File: src/rtl/mem_stage_pkg.sv
// Flow bundles shared by the EX/MEM and MEM/WB pipeline registers,
// plus the memory access width codes (funct3 encoding).
package pipeline_flow;

  localparam logic [2:0] MW_B  = 3'b000;
  localparam logic [2:0] MW_H  = 3'b001;
  localparam logic [2:0] MW_W  = 3'b010;
  localparam logic [2:0] MW_BU = 3'b100;
  localparam logic [2:0] MW_HU = 3'b101;

  typedef struct packed {
    logic       mem_read;
    logic       mem_write;
    logic [2:0] mem_width;
  } mem_ctrl_t;

  typedef struct packed {
    logic       reg_write;
    logic       mem_to_reg;
    logic [4:0] rd;
  } wb_ctrl_t;

  typedef struct packed {
    logic [31:0] alu_result;
    logic [31:0] rs2_data;
    logic [31:0] pc_incr;
    mem_ctrl_t   mem_ctrl;
    wb_ctrl_t    wb_ctrl;
  } ex_mem_flow_t;

  typedef struct packed {
    logic [31:0] alu_result;
    logic [31:0] load_data;
    logic [31:0] pc_incr;
    wb_ctrl_t    wb_ctrl;
  } mem_wb_flow_t;

  // Halfwords need an even address, words a 4-byte aligned one; bytes never trap.
  function automatic logic is_misaligned(input logic [2:0] width, input logic [1:0] lo);
    case (width[1:0])
      2'b01:   return lo[0];
      2'b10:   return lo != 2'b00;
      default: return 1'b0;
    endcase
  endfunction

endpackage

File: src/rtl/mem_stage_if.sv
// Data-memory bus: valid/ready request channel, valid-only response channel.
interface mem_stage_if;
  logic        dmem_req;
  logic        dmem_we;
  logic [31:0] dmem_addr;
  logic [31:0] dmem_wdata;
  logic [3:0]  dmem_be;
  logic        dmem_ready;
  logic        dmem_rvalid;
  logic [31:0] dmem_rdata;

  modport master (
    output dmem_req, dmem_we, dmem_addr, dmem_wdata, dmem_be,
    input  dmem_ready, dmem_rvalid, dmem_rdata
  );

  modport slave (
    input  dmem_req, dmem_we, dmem_addr, dmem_wdata, dmem_be,
    output dmem_ready, dmem_rvalid, dmem_rdata
  );
endinterface

File: src/rtl/mem_stage_align.sv
// Byte-lane alignment: store lane replication / byte enables and
// load lane extraction with sign or zero extension.
module mem_align
  import pipeline_flow::*;
(
  input  logic [1:0]  addr_lo,
  input  logic [2:0]  width,
  input  logic [31:0] data,
  input  logic [31:0] rdata,
  output logic [3:0]  be,
  output logic [31:0] wdata,
  output logic [31:0] load_data
);

  logic [31:0] shifted;

  // Store path: replicate the datum across lanes, enable only the addressed bytes.
  always_comb begin
    be    = 4'b1111;
    wdata = data;
    case (width[1:0])
      2'b00: begin
        be    = 4'b0001 << addr_lo;
        wdata = {4{data[7:0]}};
      end
      2'b01: begin
        be    = 4'b0011 << addr_lo;
        wdata = {2{data[15:0]}};
      end
      default: begin
        be    = 4'b1111;
        wdata = data;
      end
    endcase
  end

  // Load path: bring the addressed lane down to bit 0, then extend.
  always_comb begin
    shifted   = rdata >> {addr_lo, 3'b000};
    load_data = rdata;
    case (width)
      MW_B:    load_data = 32'($signed(shifted[7:0]));
      MW_H:    load_data = 32'($signed(shifted[15:0]));
      MW_BU:   load_data = {24'd0, shifted[7:0]};
      MW_HU:   load_data = {16'd0, shifted[15:0]};
      default: load_data = rdata;
    endcase
  end

endmodule

File: src/rtl/mem_stage.sv
// Memory-access stage: issues one data-memory transaction per memory
// instruction, stalls upstream while it is outstanding, and registers
// the MEM/WB bundle. Misaligned accesses and bus timeouts complete
// with an exception flag and the register write suppressed.
module mem_stage
  import pipeline_flow::*;
#(
  parameter int BUS_TIMEOUT = 255
) (
  input  logic         clk,
  input  logic         rst_n,
  input  ex_mem_flow_t inflow,
  input  logic         in_valid,
  output mem_wb_flow_t outflow,
  output logic         out_valid,
  output logic         stall,
  mem_stage_if.master  bus,
  output logic         exc_misalign,
  output logic         exc_bus
);

  localparam logic [31:0] TO_LIMIT = 32'(BUS_TIMEOUT);

  typedef enum logic [1:0] {IDLE, REQ, WAIT, DONE} state_t;

  state_t      state;
  logic [31:0] addr_q;
  logic [31:0] pc_q;
  logic [2:0]  width_q;
  wb_ctrl_t    wb_q;
  logic [31:0] ld_q;
  logic        mis_q;
  logic        bus_q;
  logic [31:0] cnt;

  logic        mem_op;
  logic        misalign;
  logic        timeout;
  logic [31:0] cnt_next;
  logic [1:0]  al_lo;
  logic [2:0]  al_width;
  logic [3:0]  al_be;
  logic [31:0] al_wdata;
  logic [31:0] al_load;

  assign mem_op   = inflow.mem_ctrl.mem_read | inflow.mem_ctrl.mem_write;
  assign misalign = is_misaligned(inflow.mem_ctrl.mem_width, inflow.alu_result[1:0]);
  assign cnt_next = cnt + 32'd1;
  assign timeout  = (TO_LIMIT != 32'd0) && (cnt_next == TO_LIMIT);

  // The aligner sees the incoming instruction in IDLE and the latched one afterwards.
  assign al_lo    = (state == IDLE) ? inflow.alu_result[1:0]    : addr_q[1:0];
  assign al_width = (state == IDLE) ? inflow.mem_ctrl.mem_width : width_q;

  assign bus.dmem_req = (state == REQ);
  assign stall = ((state == IDLE) && in_valid && mem_op) || (state == REQ) || (state == WAIT);

  mem_align u_align (
    .addr_lo   (al_lo),
    .width     (al_width),
    .data      (inflow.rs2_data),
    .rdata     (bus.dmem_rdata),
    .be        (al_be),
    .wdata     (al_wdata),
    .load_data (al_load)
  );

  // Transaction FSM, latched request fields and the MEM/WB register (p0 -> p1 boundary).
  always_ff @(posedge clk or negedge rst_n) begin
    if (!rst_n) begin
      state          <= IDLE;
      outflow        <= '0;
      out_valid      <= 1'b0;
      exc_misalign   <= 1'b0;
      exc_bus        <= 1'b0;
      bus.dmem_we    <= 1'b0;
      bus.dmem_addr  <= '0;
      bus.dmem_wdata <= '0;
      bus.dmem_be    <= 4'b0000;
      addr_q         <= '0;
      pc_q           <= '0;
      width_q        <= '0;
      wb_q           <= '0;
      ld_q           <= '0;
      mis_q          <= 1'b0;
      bus_q          <= 1'b0;
      cnt            <= '0;
    end else begin
      out_valid <= 1'b0;
      case (state)
        IDLE: begin
          if (in_valid && !mem_op) begin
            outflow      <= '{alu_result: inflow.alu_result, load_data: 32'd0,
                              pc_incr: inflow.pc_incr, wb_ctrl: inflow.wb_ctrl};
            out_valid    <= 1'b1;
            exc_misalign <= 1'b0;
            exc_bus      <= 1'b0;
          end else if (in_valid) begin
            addr_q  <= inflow.alu_result;
            pc_q    <= inflow.pc_incr;
            width_q <= inflow.mem_ctrl.mem_width;
            wb_q    <= inflow.wb_ctrl;
            ld_q    <= '0;
            bus_q   <= 1'b0;
            cnt     <= '0;
            if (misalign) begin
              mis_q             <= 1'b1;
              wb_q.reg_write    <= 1'b0;
              state             <= DONE;
            end else begin
              mis_q          <= 1'b0;
              bus.dmem_we    <= inflow.mem_ctrl.mem_write;
              bus.dmem_addr  <= {inflow.alu_result[31:2], 2'b00};
              bus.dmem_wdata <= al_wdata;
              bus.dmem_be    <= al_be;
              state          <= REQ;
            end
          end
        end
        REQ: begin
          cnt <= cnt_next;
          if (bus.dmem_ready) begin
            state <= bus.dmem_we ? DONE : WAIT;
          end else if (timeout) begin
            bus_q          <= 1'b1;
            wb_q.reg_write <= 1'b0;
            state          <= DONE;
          end
        end
        WAIT: begin
          cnt <= cnt_next;
          if (bus.dmem_rvalid) begin
            ld_q  <= al_load;
            state <= DONE;
          end else if (timeout) begin
            bus_q          <= 1'b1;
            wb_q.reg_write <= 1'b0;
            state          <= DONE;
          end
        end
        DONE: begin
          outflow      <= '{alu_result: addr_q, load_data: ld_q, pc_incr: pc_q, wb_ctrl: wb_q};
          out_valid    <= 1'b1;
          exc_misalign <= mis_q;
          exc_bus      <= bus_q;
          state        <= IDLE;
        end
        default: state <= IDLE;
      endcase
    end
  end

endmodule

File: src/flat_wrapper.sv
// flat-port wrapper written by rule: the top's interface ports become plain ports
module mem_stage_flat import pipeline_flow::*;
#(
  parameter int BUS_TIMEOUT = 255
)
  (clk, rst_n, inflow, in_valid, outflow, out_valid, stall, exc_misalign, exc_bus, bus_dmem_req, bus_dmem_we, bus_dmem_addr, bus_dmem_wdata, bus_dmem_be, bus_dmem_ready, bus_dmem_rvalid, bus_dmem_rdata);
  mem_stage_if bus_i ();
  input  logic clk;
  input  logic rst_n;
  input  ex_mem_flow_t inflow;
  input  logic in_valid;
  output mem_wb_flow_t outflow;
  output logic out_valid;
  output logic stall;
  output logic exc_misalign;
  output logic exc_bus;
  output wire logic [$bits(bus_i.dmem_req)-1:0] bus_dmem_req;
  output wire logic [$bits(bus_i.dmem_we)-1:0] bus_dmem_we;
  output wire logic [$bits(bus_i.dmem_addr)-1:0] bus_dmem_addr;
  output wire logic [$bits(bus_i.dmem_wdata)-1:0] bus_dmem_wdata;
  output wire logic [$bits(bus_i.dmem_be)-1:0] bus_dmem_be;
  input wire logic [$bits(bus_i.dmem_ready)-1:0] bus_dmem_ready;
  input wire logic [$bits(bus_i.dmem_rvalid)-1:0] bus_dmem_rvalid;
  input wire logic [$bits(bus_i.dmem_rdata)-1:0] bus_dmem_rdata;
  assign bus_dmem_req = bus_i.dmem_req;
  assign bus_dmem_we = bus_i.dmem_we;
  assign bus_dmem_addr = bus_i.dmem_addr;
  assign bus_dmem_wdata = bus_i.dmem_wdata;
  assign bus_dmem_be = bus_i.dmem_be;
  assign bus_i.dmem_ready = bus_dmem_ready;
  assign bus_i.dmem_rvalid = bus_dmem_rvalid;
  assign bus_i.dmem_rdata = bus_dmem_rdata;
  mem_stage #(.BUS_TIMEOUT(BUS_TIMEOUT)) u_core (.clk(clk), .rst_n(rst_n), .inflow(inflow), .in_valid(in_valid), .outflow(outflow), .out_valid(out_valid), .stall(stall), .bus(bus_i), .exc_misalign(exc_misalign), .exc_bus(exc_bus));
endmodule
File: config.mk
export PLATFORM = sky130hd
export DESIGN_NAME = mem_stage_flat
export DESIGN_NICKNAME = d
export VERILOG_FILES = /design/src/rtl/mem_stage_pkg.sv /design/src/rtl/mem_stage_if.sv /design/src/rtl/mem_stage_align.sv /design/src/rtl/mem_stage.sv /design/src/flat_wrapper.sv
export SDC_FILE = /design/constraint.sdc
export NUM_CORES = 1
export LEC_CHECK = 0
export ABC_AREA = 1
export BUFFER_PORTS_ARGS = -buffer_cell sky130_fd_sc_hd__buf_2
export CAP_MARGIN = 20
export CORE_MARGIN = 2
export CORE_UTILIZATION = 47
export CTS_CLUSTER_SIZE = 14
export DETAILED_ROUTE_END_ITERATION = 8
export PLACE_DENSITY = 0.77
export SLEW_MARGIN = 20
export SYNTH_ARGS = -nofsm -noshare
export SYNTH_HDL_FRONTEND = slang
export SYNTH_HIERARCHICAL = 1
export SYNTH_SLANG_ARGS = --single-unit
File: constraint.sdc
create_clock -name clk -period 2.3 [get_ports clk]
set_input_delay 0.23 -clock clk [delete_from_list [all_inputs] [get_ports clk]]
set_output_delay 0.23 -clock clk [all_outputs]
set_load 0.02 [all_outputs]
# Yosys cells after proc, flatten, opt, wreduce, memory -nomap -nowiden
# Index checks and enable logic that the tools add are counted.
[classes]
n_addsub = 1
n_mul = 0
div = 0
n_lt_le_gt_ge = 0
n_eq_ne = 16
shifts = 3
mux = 40
bitwise = 3
n_reduce_logical = 22
[ops]
columns = ["operator", "count"]
rows = [
  ["$pmux 103 s2", 1],
  ["$pmux 32 s2", 3],
  ["$pmux 32 s4", 1],
  ["$mux 103", 1],
  ["$mux 32", 3],
  ["$add 32x1->32 const B", 1],
  ["$eq 32x8->1 const B", 1],
  ["$shr 32x5->16", 1],
  ["$mux 2", 7],
  ["$mux 7", 2],
  ["$mux 1", 13],
  ["$ne 2x2->1 const B", 6],
  ["$pmux 1 s2", 4],
  ["$pmux 2 s4", 1],
  ["$pmux 4 s2", 1],
  ["$reduce_and 4->1", 2],
  ["$reduce_bool 2->1", 4],
  ["$eq 2x1->1 const B", 3],
  ["$eq 2x2->1 const B", 3],
  ["$eq 3x3->1 const B", 2],
  ["$pmux 1 s3", 2],
  ["$reduce_and 3->1", 2],
  ["$reduce_and 5->1", 1],
  ["$logic_not 2->1", 2],
  ["13 further kinds", 18],
]
[totals]
reg_bits = 315
latch_bits = 0
mem_bits_rw = 0
rom_bits = 0
inputBits = 145
out_inout_bits = 177
elab_cells = 109
mem_count = 0

# Depth between registers and ports, before layout
# Gate-level depths: netlist of the first run.
[depth]
depth_word = 6
ltp_mapped = 18
ltp_nobuf = 18

# Cells and area by module
# The synthesis of the first run kept the hierarchy.
[by_module_without_submodules]
columns = ["mod", "instances", "cells_per_inst", "area_each_um2", "seq_area_each_um2"]
rows = [
  ["mem_stage", 1, 1685, 13772.0, 7882.6],
  ["mem_align", 1, 262, 1331.3, 0.0],
]

# Worst setup path before layout of the first run
# Ideal clock, no wire load.
[synth_path]
path_kind = "reg2reg"
start = "register u_core.state[0]"
end = "register u_core.ld_q[10]"
setup_time_ps = 120
arrival_time_ps = 2453
t_required_ps = 2180
setup_slack_ps = -274
stages_incl_launch_ff = 17
path_buffers = 3
period_less_slack_ps = 2574
cell_sequence = "dfrtp_1 inv_1 ha_1 buf_2 inv_1 clkbuf_1 o21ai_0 inv_2 nand2_1 nand2_1 nand2_2 nand2_2 nand2_4 buf_8 nand4_2 nand3_1 nand2_1"
[synth_via]
elab_chain_cells = 6
word_cells_on_any_way = 17
cone_classes = "7 x eq/ne; 1 x shift; 5 x mux; 4 x reduce/logical"
[synth_rtl]
columns = ["item", "line_no", "text"]
rows = [
  ["from (decl)", "mem_stage.sv:26", "state_t state;"],
  ["from (signal assigned)", "mem_stage.sv:123", "state <= bus.dmem_we ? DONE : WAIT;"],
  ["$logic_not 2->1", "mem_stage.sv:52", "assign al_lo = (state == IDLE) ? inflow.alu_result[1:0] : addr_q[1:0];"],
  ["$mux 2", "mem_stage.sv:52", ""],
  ["named net u_core.al_lo[0]", "mem_stage.sv:40", "logic [1:0] al_lo;"],
  ["$shr 32x5->16", "mem_stage_align.sv:39", "shifted = rdata >> {addr_lo, 3'b000};"],
  ["$pmux 32 s4", "mem_stage_align.sv:41", "case (width)"],
  ["named net u_core.al_load[10]", "mem_stage.sv:44", "logic [31:0] al_load;"],
  ["$mux 32", "mem_stage.sv:132", "if (bus.dmem_rvalid) begin"],
  ["$pmux 32 s2", "mem_stage.sv:90", "case (state)"],
  ["to (signal assigned)", "mem_stage.sv:133", "ld_q <= al_load;"],
  ["to (decl)", "mem_stage.sv:31", "logic [31:0] ld_q;"],
]
# The timed path passes the listed nets, and every way through them passes these cells. The select of a mux whose other input is x is not followed.
# A chain may end at the register's enable or synchronous reset.

# Worst setup path after layout of the first run
[layout_path]
start = "register u_core.state[0]"
end = "register u_core.bus.dmem_wdata[27]"
[layout_via]
elab_chain_cells = 4
word_cells_on_any_way = 6
cone_classes = "1 x eq/ne; 2 x mux; 3 x reduce/logical"
[layout_rtl]
columns = ["item", "line_no", "text"]
rows = [
  ["$logic_not 2->1 (*)", "mem_stage.sv:53", "assign al_width = (state == IDLE) ? inflow.mem_ctrl.mem_width : width_q;"],
  ["$mux 3 (*)", "mem_stage.sv:53", ""],
  ["named net u_core.al_width[1]", "mem_stage.sv:41", "logic [2:0] al_width;"],
  ["$eq 2x1->1 or $logic_not 2->1 (tied branches)", "mem_stage_align.sv:21", "case (width[1:0])"],
  ["$pmux 32 s2 (*)", "mem_stage_align.sv:21", ""],
  ["named net u_core.al_wdata[27]", "mem_stage.sv:43", "logic [31:0] al_wdata;"],
  ["to (signal assigned)", "mem_stage.sv:114", "bus.dmem_wdata <= al_wdata;"],
  ["to (decl)", "mem_stage_if.sv:13", "output dmem_req, dmem_we, dmem_addr, dmem_wdata, dmem_be,"],
]
# The timed path passes the listed nets; every way through them passes the cells marked *.

==> flow_summary.ini, run 1 <==
[run_status]
status = completed

[logic_synthesis]
synth_seq_cells = 315
yosysWarnings = 6
async_flop_share = 1.00
synth_edf_count = 0
synthCells = 1947
yosysMostFrequentCell = nand2_1
synth_top_area_share = 0.522
synthesis.area_sq_um = 15100
ys_dominant_reg_cell = dfrtp_1
synthTopCellsByCount = nand2_1, dfrtp_1, o21ai_0
avgSynthCellArea_sq_um = 7.76
synth.distinct_cells = 38
yosysTopAreaCell = dfrtp_1
synthTopCellsByArea = dfrtp_1, nand2_1, o21ai_0, nand3_1, inv_1
synth_sequential_area_ratio = 0.522

[grt]
antenna_found_initial = 6
grt_max_degree = 106
grt_pass1_vias = 14300
grt_pass1_wl_mm = 72.7
grt-ovfl-total = 0
grt_usage = 0.268

[timing]
max_slew_margin = 0.531
hold_violations = 0
setup_slack_ps = 121
period_minus_slack_ps = 2180
finClkSkew_ps = 21.2
slew_violations = 0
post-route-period-util = 0.947
whs_ps = 14.1
grt_setup_unrepaired = false
finalSetupViolCount = 0
tightest_slew_ps = 704
setup_tns_ps = 0
max_freq_ghz = 0.459

[layout]
regArea_sq_um = 7880
drive_above_1_share = 0.214
multiInputGateArea_sq_um = 6250
fillers = 2661
fin_util = 0.614
nNetsFinal = 2469
area_delta_synth_final_pct = 28.6

[die]
die_area_sq_um = 33600
fp.dieW_um = 183
floorplan.die.height_um = 183
ios = 322
start_util = 0.477
core_sq_um = 31600
rows = 65

[detailed_routing]
drc_errors = 0
via_count = 14600
drtIter0Drc = 1118
post_drt_wl_per_cell_um = 16.4
postRouteWirelength_mm = 45.1
ant_nets = 0
vias_per_cell = 5.33
drt_first_pass_iters = 6

[cts]
clk_latency_ps = 520
cts_buffer_depth = 3
root_buffer = clkbuf_16
cts_tree = done
cts_max_level = 2
cts_buffers = 35
cts_sinks = 315
path_clk_slew_ps = 60

[setup_path]
end_kind = flop
worstPathMaxFanout = 15
crit_type = flop to flop
required_ps = 2700
start_kind = flop
cp_data_arrival_time_ps = 2580

[placement]
hpwl_mm = 30.2
gp_congestion = 0.926
io_buffers = 319
pre_cts_slack_ps = 123

[worst_hold_path]
hp-class = input port to flop

[power]
irDropWorstVdd_uv = 841
power_density_nw_per_um2 = 1410
power.leakage_nw = 9.84

[flow_run]
cap_violations = 0
==> per-stage QoR <==
step,instances,cell area [sq um],power (mW)
floorplan,1948,15100,16.8
global placement,2600,17200,20.6
detailed placement,2600,17200,21.0
CTS,2737,19200,27.2
global route,2746,19400,29.3
finish,2748,19400,27.5
==> registers in the layout, indices dropped and copies added (netlist names) <==
register and cells:
u_core/bus.dmem_addr 30, u_core/pc_q 32, u_core/exc_misalign 1, u_core/out_valid 1, u_core/addr_q 32, u_core/bus_q 1, u_core/ld_q 32, u_core/width_q 3
u_core/cnt 32, u_core/bus.dmem_we 1, u_core/bus.dmem_wdata 32, u_core/state 2, u_core/exc_bus 1, u_core/mis_q 1, u_core/bus.dmem_be 4, u_core/outflow 103
u_core/wb_q 7
==> metal layers <==
metal | GRT usage | part of all wire
met5 | 0 | 0
met4 | 0.116 | 0.041
met3 | 0.0552 | 0.078
met1 | 0.345 | 0.41
met2 | 0.440 | 0.47
==> layout by cell type (no fill, tap or decap), types with 6 or more instances in the layout <==
cell type      instances
o211ai_1               6
dlygate4sd3_1         76
a31oi_1               72
inv_1                141
dfrtp_1              315
nand2_2                7
o21ai_1                7
nor2_4                12
nand2_1              737
nand4_1                7
buf_2                317
inv_2                  6
a22oi_1                7
buf_4                 44
xor2_1                 7
buf_12                10
nor2_1               131
o22ai_1               11
diode_2                6
nor2_2                14
o21ai_0              165
clkbuf_16             37
clkbuf_8               8
nand3_1              139
==> layout make-up <==
class,instances,share of cell area
flip-flops and latches,315,0.406
multi-input cells,1362,0.322
repair buffers,452,0.152
clock buffers,47,0.0526
inverters,150,0.0294
well taps,402,0.0259
clock inverters,14,0.0114
diodes,6,0.000773
==> power by group <==
part           total, mW  switching, mW  internal, mW  leakage, nW
logic               12.4           8.36          4.08         5.28
registers           9.03           1.31          7.72         3.96
clock network       5.99           2.30          3.69        0.603
==> worst max-delay path: stages (launching register included) <==
cell and delay (ps):
dfrtp_1 390, inv_2 90, ha_4 150, clkinvlp_4 170, buf_6 180, o21ai_4 200
buf_4 250, nor2_1 70, buf_4 170, nand2_1 80, o211ai_1 130, nand2_1 110
nand2_1 60
==> logic make-up (layout without fill, tap and decap cells) <==
group / Yosys count / count (layout) / share of synthesized area
AO/OA/AOI/OAI: 281 / 281 / 0.103
AND/OR/NAND/NOR: 1064 / 1064 / 0.290
adder cells (fa/ha/maj): 8 / 8 / 0.00663
XOR/XNOR: 7 / 7 / 0.00406
flip-flops: 315 / 315 / 0.522
other: 1 / 8 / 0.000248
buffers and inverters: 271 / 663 / 0.0742
==> repair_timing <==
item,4_1_cts,5_1_grt
hold buffers,76,0
gates resized for setup,5,32
setup endpoints to repair,1,33
pin swaps,0,7
hold endpoints to repair,166,0
buffers inserted,0,4
cloned,0,1
==> path summary, 6_finish.rpt <==
| check | startpoint | endpoint | slack, ps | cells past startpoint |
|---|---|---|---|---|
| setup reg to reg | u_core/state[0] | u_core/bus.dmem_wdata[27] | 120 | 12 |
| hold / removal | inflow[99] | u_core/outflow[94] | 10 | 3 |
| min in group asynchronous | rst_n | u_core/cnt[23] | 210 | 2 |
| setup / recovery | u_core/state[0] | u_core/bus.dmem_wdata[27] | 120 | 12 |
| hold reg to reg | u_core/pc_q[15] | u_core/pc_q[15] | 470 | 2 |
| max in group asynchronous | rst_n | u_core/outflow[58] | 1310 | 3 |
No activity file was read; power rests on OpenSTA's default activity.
==> inputs of run 2 (changes only) <==
--- a/config.mk
+++ b/config.mk
@@ -9,10 +9,10 @@
 export BUFFER_PORTS_ARGS = -buffer_cell sky130_fd_sc_hd__buf_2
 export CAP_MARGIN = 20
 export CORE_MARGIN = 2
-export CORE_UTILIZATION = 47
+export CORE_UTILIZATION = 50
 export CTS_CLUSTER_SIZE = 14
 export DETAILED_ROUTE_END_ITERATION = 8
-export PLACE_DENSITY = 0.77
+export PLACE_DENSITY = 0.81
 export SLEW_MARGIN = 20
 export SYNTH_ARGS = -nofsm -noshare
 export SYNTH_HDL_FRONTEND = slang
==> run 2 against run 1 <==
  * Maximum frequency decreased by 2.9%
  * Utilization increased by 4.4 points
  * Final cell count decreased by 0.36%
  * Critical endpoint is now u_core/ld_q[20]
  * Die area decreased by 5.9%
  * Routed wire length increased by 3.4%
==> flow_summary.ini, run 2 (same netlist as run 1, synthesis figures left out) <==
[setup_path]
start_kind = flop
worst_path_largest_cell_delay_ps = 380
required_ps = 2750
worstPathMaxFanout = 16
path_buf_inv = 4
end_kind = flop
crit_family = simple AND/OR/NAND/NOR gates
path_cells = inv_1 > ha_2 > inv_1 > buf_12 > o21ai_2 > inv_2 > nor2_1 > nand2_1 > nand3_2 > nand2_4 > nand3_1 > nand3_1 > nand2_1
cp_data_arrival_time_ps = 2690
cp_slowest_cell = dfrtp_1
crit_type = flop to flop

[timing]
finClkSkew_ps = 19.0
grt_setup_unrepaired = true
post-route-period-util = 0.975
setup_tns_ps = 0
period_minus_slack_ps = 2240
max_slew_margin = 0.413
whs_ps = 14.7
finalSetupViolCount = 0
slew_violations = 0
tightest_slew_ps = 881
max_freq_ghz = 0.446
setup_slack_ps = 56.7
hold_violations = 0

[die]
ios = 322
floorplan.die.height_um = 178
fp.dieW_um = 178
core_sq_um = 29700
rows = 63
die_area_sq_um = 31600
start_util = 0.508

[grt]
antenna_found_initial = 3
grt_usage = 0.286
grt_pass1_vias = 14600
grt_pass1_wl_mm = 72.7
grt_max_degree = 106
grt-ovfl-total = 0

[detailed_routing]
postRouteWirelength_mm = 46.6
via_count = 14900
drc_errors = 0
ant_nets = 0
post_drt_wl_per_cell_um = 17.0
drtIter0Drc = 1282
drt_first_pass_iters = 6
vias_per_cell = 5.44

[layout]
area_delta_synth_final_pct = 29.4
largest_register = u_core/outflow
fillers = 2420
regArea_sq_um = 7880
final_cell_mix = nand2_1, buf_2, dfrtp_1
multiInputGateArea_sq_um = 6360
largest_reg_flops = 103
nNetsFinal = 2474
mostFrequentLayoutCell = nand2_1
drive_above_1_share = 0.222

[power]
power.leakage_nw = 9.94
power_density_nw_per_um2 = 1420
irDropWorstVdd_uv = 927

[placement]
io_buffers = 319
hpwl_mm = 30.6
gp_congestion = 0.905
pre_cts_slack_ps = 81.6

[cts]
cts_tree = done
cts_max_level = 2
cts_buffer_depth = 3
cts_sinks = 315
path_clk_slew_ps = 60
root_buffer = clkbuf_16
clk_latency_ps = 520
cts_buffers = 36

[run_status]
status = completed

[flow_run]
cap_violations = 0

[worst_hold_path]
hp-class = input port to flop
run 2: cell types whose count changed in the layout (fill, tap and decap cells not counted), moves of 4 or more:
cell	change
nor2_1	-9
nor2_2	+7
diode_2	-5
nand2_4	+5
buf_12	+4
clkinv_2	+4
run 2: layout make-up:
type                    count  area share
flip-flops and latches    315       0.403
diodes                      1    0.000128
clock inverters            16      0.0105
repair buffers            455       0.155
clock buffers              48      0.0520
well taps                 390      0.0250
inverters                 150      0.0291
multi-input cells        1363       0.325
run 2: timing repair:
item,CTS,global route
gates resized for setup,2,52
buffers inserted,0,11
hold buffers,74,0
pin swaps,0,25
gates cloned,0,2
hold endpoints to repair,197,0
endpoints found under the setup margin,1,58
run 2: power breakdown:
group          switching, mW  leakage [nW]  internal [mW]  total [mW]
Combinational           8.56          5.38           4.16        12.7
Clock                   2.32         0.604           3.57        5.89
Sequential              1.34          3.95           7.73        9.07
run 2: metrics by stage:
step	power, mW	util	instances	area (sq um)
after global placement	20.5	0.581	2586	17300
after global routing	29.4	0.658	2738	19600
after CTS	27.1	0.647	2724	19200
final	27.7	0.658	2738	19600
after detailed placement	21.0	0.581	2586	17300
after floorplan	16.8	-	1948	15100
run 2: tightest hold or removal path, cell delays in order:
cell	delay, ps
buf_2	120
nand2_1	60
a31oi_1	70
run 2: path summary, 6_finish.rpt:
| check | from | to | slack (ps) | cells past startpoint |
|---|---|---|---|---|
| worst max-delay path | u_core/state[0] | u_core/ld_q[20] | 60 | 13 |
| worst min-delay path | inflow[77] | u_core/outflow[72] | 10 | 3 |
| worst max register to register | u_core/state[0] | u_core/ld_q[20] | 60 | 13 |
| worst min register to register | u_core/bus.dmem_wdata[2] | u_core/bus.dmem_wdata[2] | 460 | 2 |
| max in group asynchronous | rst_n | u_core/bus.dmem_be[2] | 1260 | 3 |
| min in group asynchronous | rst_n | u_core/outflow[9] | 320 | 2 |
run 2: layer usage:
layer,GRT usage,wire length [um],part of all wire
met2,0.474,22300,0.48
met1,0.365,18500,0.40
met3,0.0593,3940,0.085
met5,0,13,0.00028
met4,0.120,1880,0.040
==> inputs of run 3 (changes only) <==
--- a/config.mk
+++ b/config.mk
@@ -9,10 +9,11 @@
 export BUFFER_PORTS_ARGS = -buffer_cell sky130_fd_sc_hd__buf_2
 export CAP_MARGIN = 20
 export CORE_MARGIN = 2
-export CORE_UTILIZATION = 50
+export CORE_UTILIZATION = 51
+export CTS_BUF_LIST = sky130_fd_sc_hd__clkbuf_2 sky130_fd_sc_hd__clkbuf_4 sky130_fd_sc_hd__clkbuf_8
 export CTS_CLUSTER_SIZE = 14
 export DETAILED_ROUTE_END_ITERATION = 8
-export PLACE_DENSITY = 0.81
+export PLACE_DENSITY = 0.82
 export SLEW_MARGIN = 20
 export SYNTH_ARGS = -nofsm -noshare
 export SYNTH_HDL_FRONTEND = slang
==> run 3 against run 2 <==
  * Final cell count is 2.2% higher
  * Critical path type unchanged
  * Combinational power hardly changed
  * Worst setup slack worse by 32 ps
  * Hold slack better by 13 ps
  * Sequential power hardly changed
  * Die area is 1.9% lower
  * Critical endpoint is now u_core/wb_q[6]
  * Clock skew is 18 ps higher
==> flow_summary.ini, run 3 (same netlist as run 1, synthesis figures left out) <==
[die]
rows = 63
core_sq_um = 29400
ios = 322
fp.dieW_um = 176
die_area_sq_um = 31000
start_util = 0.514
floorplan.die.height_um = 176

[power]
irDropWorstVdd_uv = 834
power_mw = 27.2
power_density_nw_per_um2 = 1370
power.leakage_nw = 10.1

[grt]
grt_pass1_wl_mm = 75.0
grt_usage = 0.299
grt-ovfl-total = 0
grt_pass1_vias = 14900
antenna_found_initial = 4
grt_max_degree = 87

[detailed_routing]
via_count = 15100
ant_nets = 0
vias_per_cell = 5.40
post_drt_wl_per_cell_um = 17.0
drc_errors = 0
drt_first_pass_iters = 6
postRouteWirelength_mm = 47.6
drtIter0Drc = 1330

[timing]
finClkSkew_ps = 36.8
max_freq_ghz = 0.439
finalSetupViolCount = 0
setup_slack_ps = 24.5
grt_setup_unrepaired = true
hold_violations = 0
post-route-period-util = 0.989
period_minus_slack_ps = 2280
slew_violations = 0
max_slew_margin = 0.563
tightest_slew_ps = 655

[cts]
cts_max_level = 2
root_buffer = clkbuf_8
cts_tree = done
cts_buffers = 51
cts_buffer_depth = 3
path_clk_slew_ps = 60
clk_latency_ps = 600
cts_sinks = 315

[setup_path]
required_ps = 2790
cp_data_arrival_time_ps = 2770
worstPathMaxFanout = 4
rr_worst_depth = 13
end_kind = flop
r2r-end = u_core/wb_q[6]
critPathLaunch = u_core/cnt[0]
timing.rr.start = u_core/cnt[0]
crit_type = flop to flop
r2r_slack_ps = 20
crit_end = u_core/wb_q[6]
start_kind = flop

[layout]
largest_reg_flops = 103
nNetsFinal = 2519
drive_above_1_share = 0.234
area_delta_synth_final_pct = 31.3
mostFrequentLayoutCell = nand2_1
fillers = 2311
largest_register = u_core/outflow
final_cell_mix = nand2_1, buf_2, dfrtp_1

[placement]
pre_cts_slack_ps = 6.82
gp_congestion = 0.999
io_buffers = 319
hpwl_mm = 30.1

[run_status]
status = completed

[flow_run]
cap_violations = 0

[worst_hold_path]
hp-class = input port to flop
run 3: power by group:
group	switching, mW	internal, mW
logic	8.54	4.15
registers	1.33	7.73
clock network	2.31	3.20
run 3: metrics by stage:
step / util / TNS [ps] / area, sq um / hold WS [ps] / std cells
after floorplan: - / 0 / 15100 / -65.6 / 1948
after global placement: 0.586 / 0 / 17200 / 291 / 2585
final: 0.675 / 0 / 19800 / 27.9 / 2799
after detailed placement: 0.586 / 0 / 17200 / 286 / 2585
after CTS: 0.664 / 0 / 19500 / 0.270 / 2783
after global routing: 0.675 / -106 / 19800 / 30.1 / 2799
run 3: critical path, stage by stage (launching register included):
cell and delay [ps]:
dfrtp_1 370, ha_2 220, nand2_2 70, nor2_4 180
nand2_4 100, nor2_4 120, xor2_1 250, nand4_1 180
nor2_1 200, nand3_2 170, nor2_4 150, nor2_2 40
nand2_1 60, nand2_1 40
run 3: what timing repair did:
action | CTS | global route
pin swaps | 1 | 25
setup endpoints to repair | 2 | 51
hold endpoints to repair | 269 | 0
hold buffers | 100 | 0
setup buffers | 3 | 12
gates cloned | 2 | 1
gates resized for setup | 7 | 51
run 3: worst min-delay path by stage:
stage | start | endpoint | slack, ps | depth (start not counted)
final | inflow[7] | u_core/width_q[0] | 30 | 3
after global routing | inflow[72] | u_core/bus.dmem_wdata[28] | 30 | 5
after CTS | inflow[7] | u_core/width_q[0] | 0.3 | 3
after detailed placement | rst_n | u_core/outflow[3] | 290 | 1
after global placement | rst_n | u_core/outflow[1] | 290 | 1
after floorplan | rst_n | u_core/addr_q[0] | -70 | 0
run 3: layout make-up:
| class | count | area, sq um | share of cell area |
|---|---|---|---|
| flip-flops and latches | 315 | 7880 | 0.397 |
| multi-input cells | 1362 | 6320 | 0.319 |
| repair buffers | 486 | 3380 | 0.170 |
| clock buffers | 82 | 1030 | 0.0522 |
| inverters | 150 | 569 | 0.0287 |
| well taps | 390 | 488 | 0.0246 |
| clock inverters | 11 | 148 | 0.00744 |
| diodes | 3 | 7.51 | 0.000378 |
run 3: layer usage:
| metal | global-route usage | wire (um) |
|---|---|---|
| met2 | 0.495 | 23000 |
| met5 | 0 | 0 |
| met1 | 0.381 | 18600 |
| met3 | 0.0603 | 4090 |
| met4 | 0.135 | 1920 |
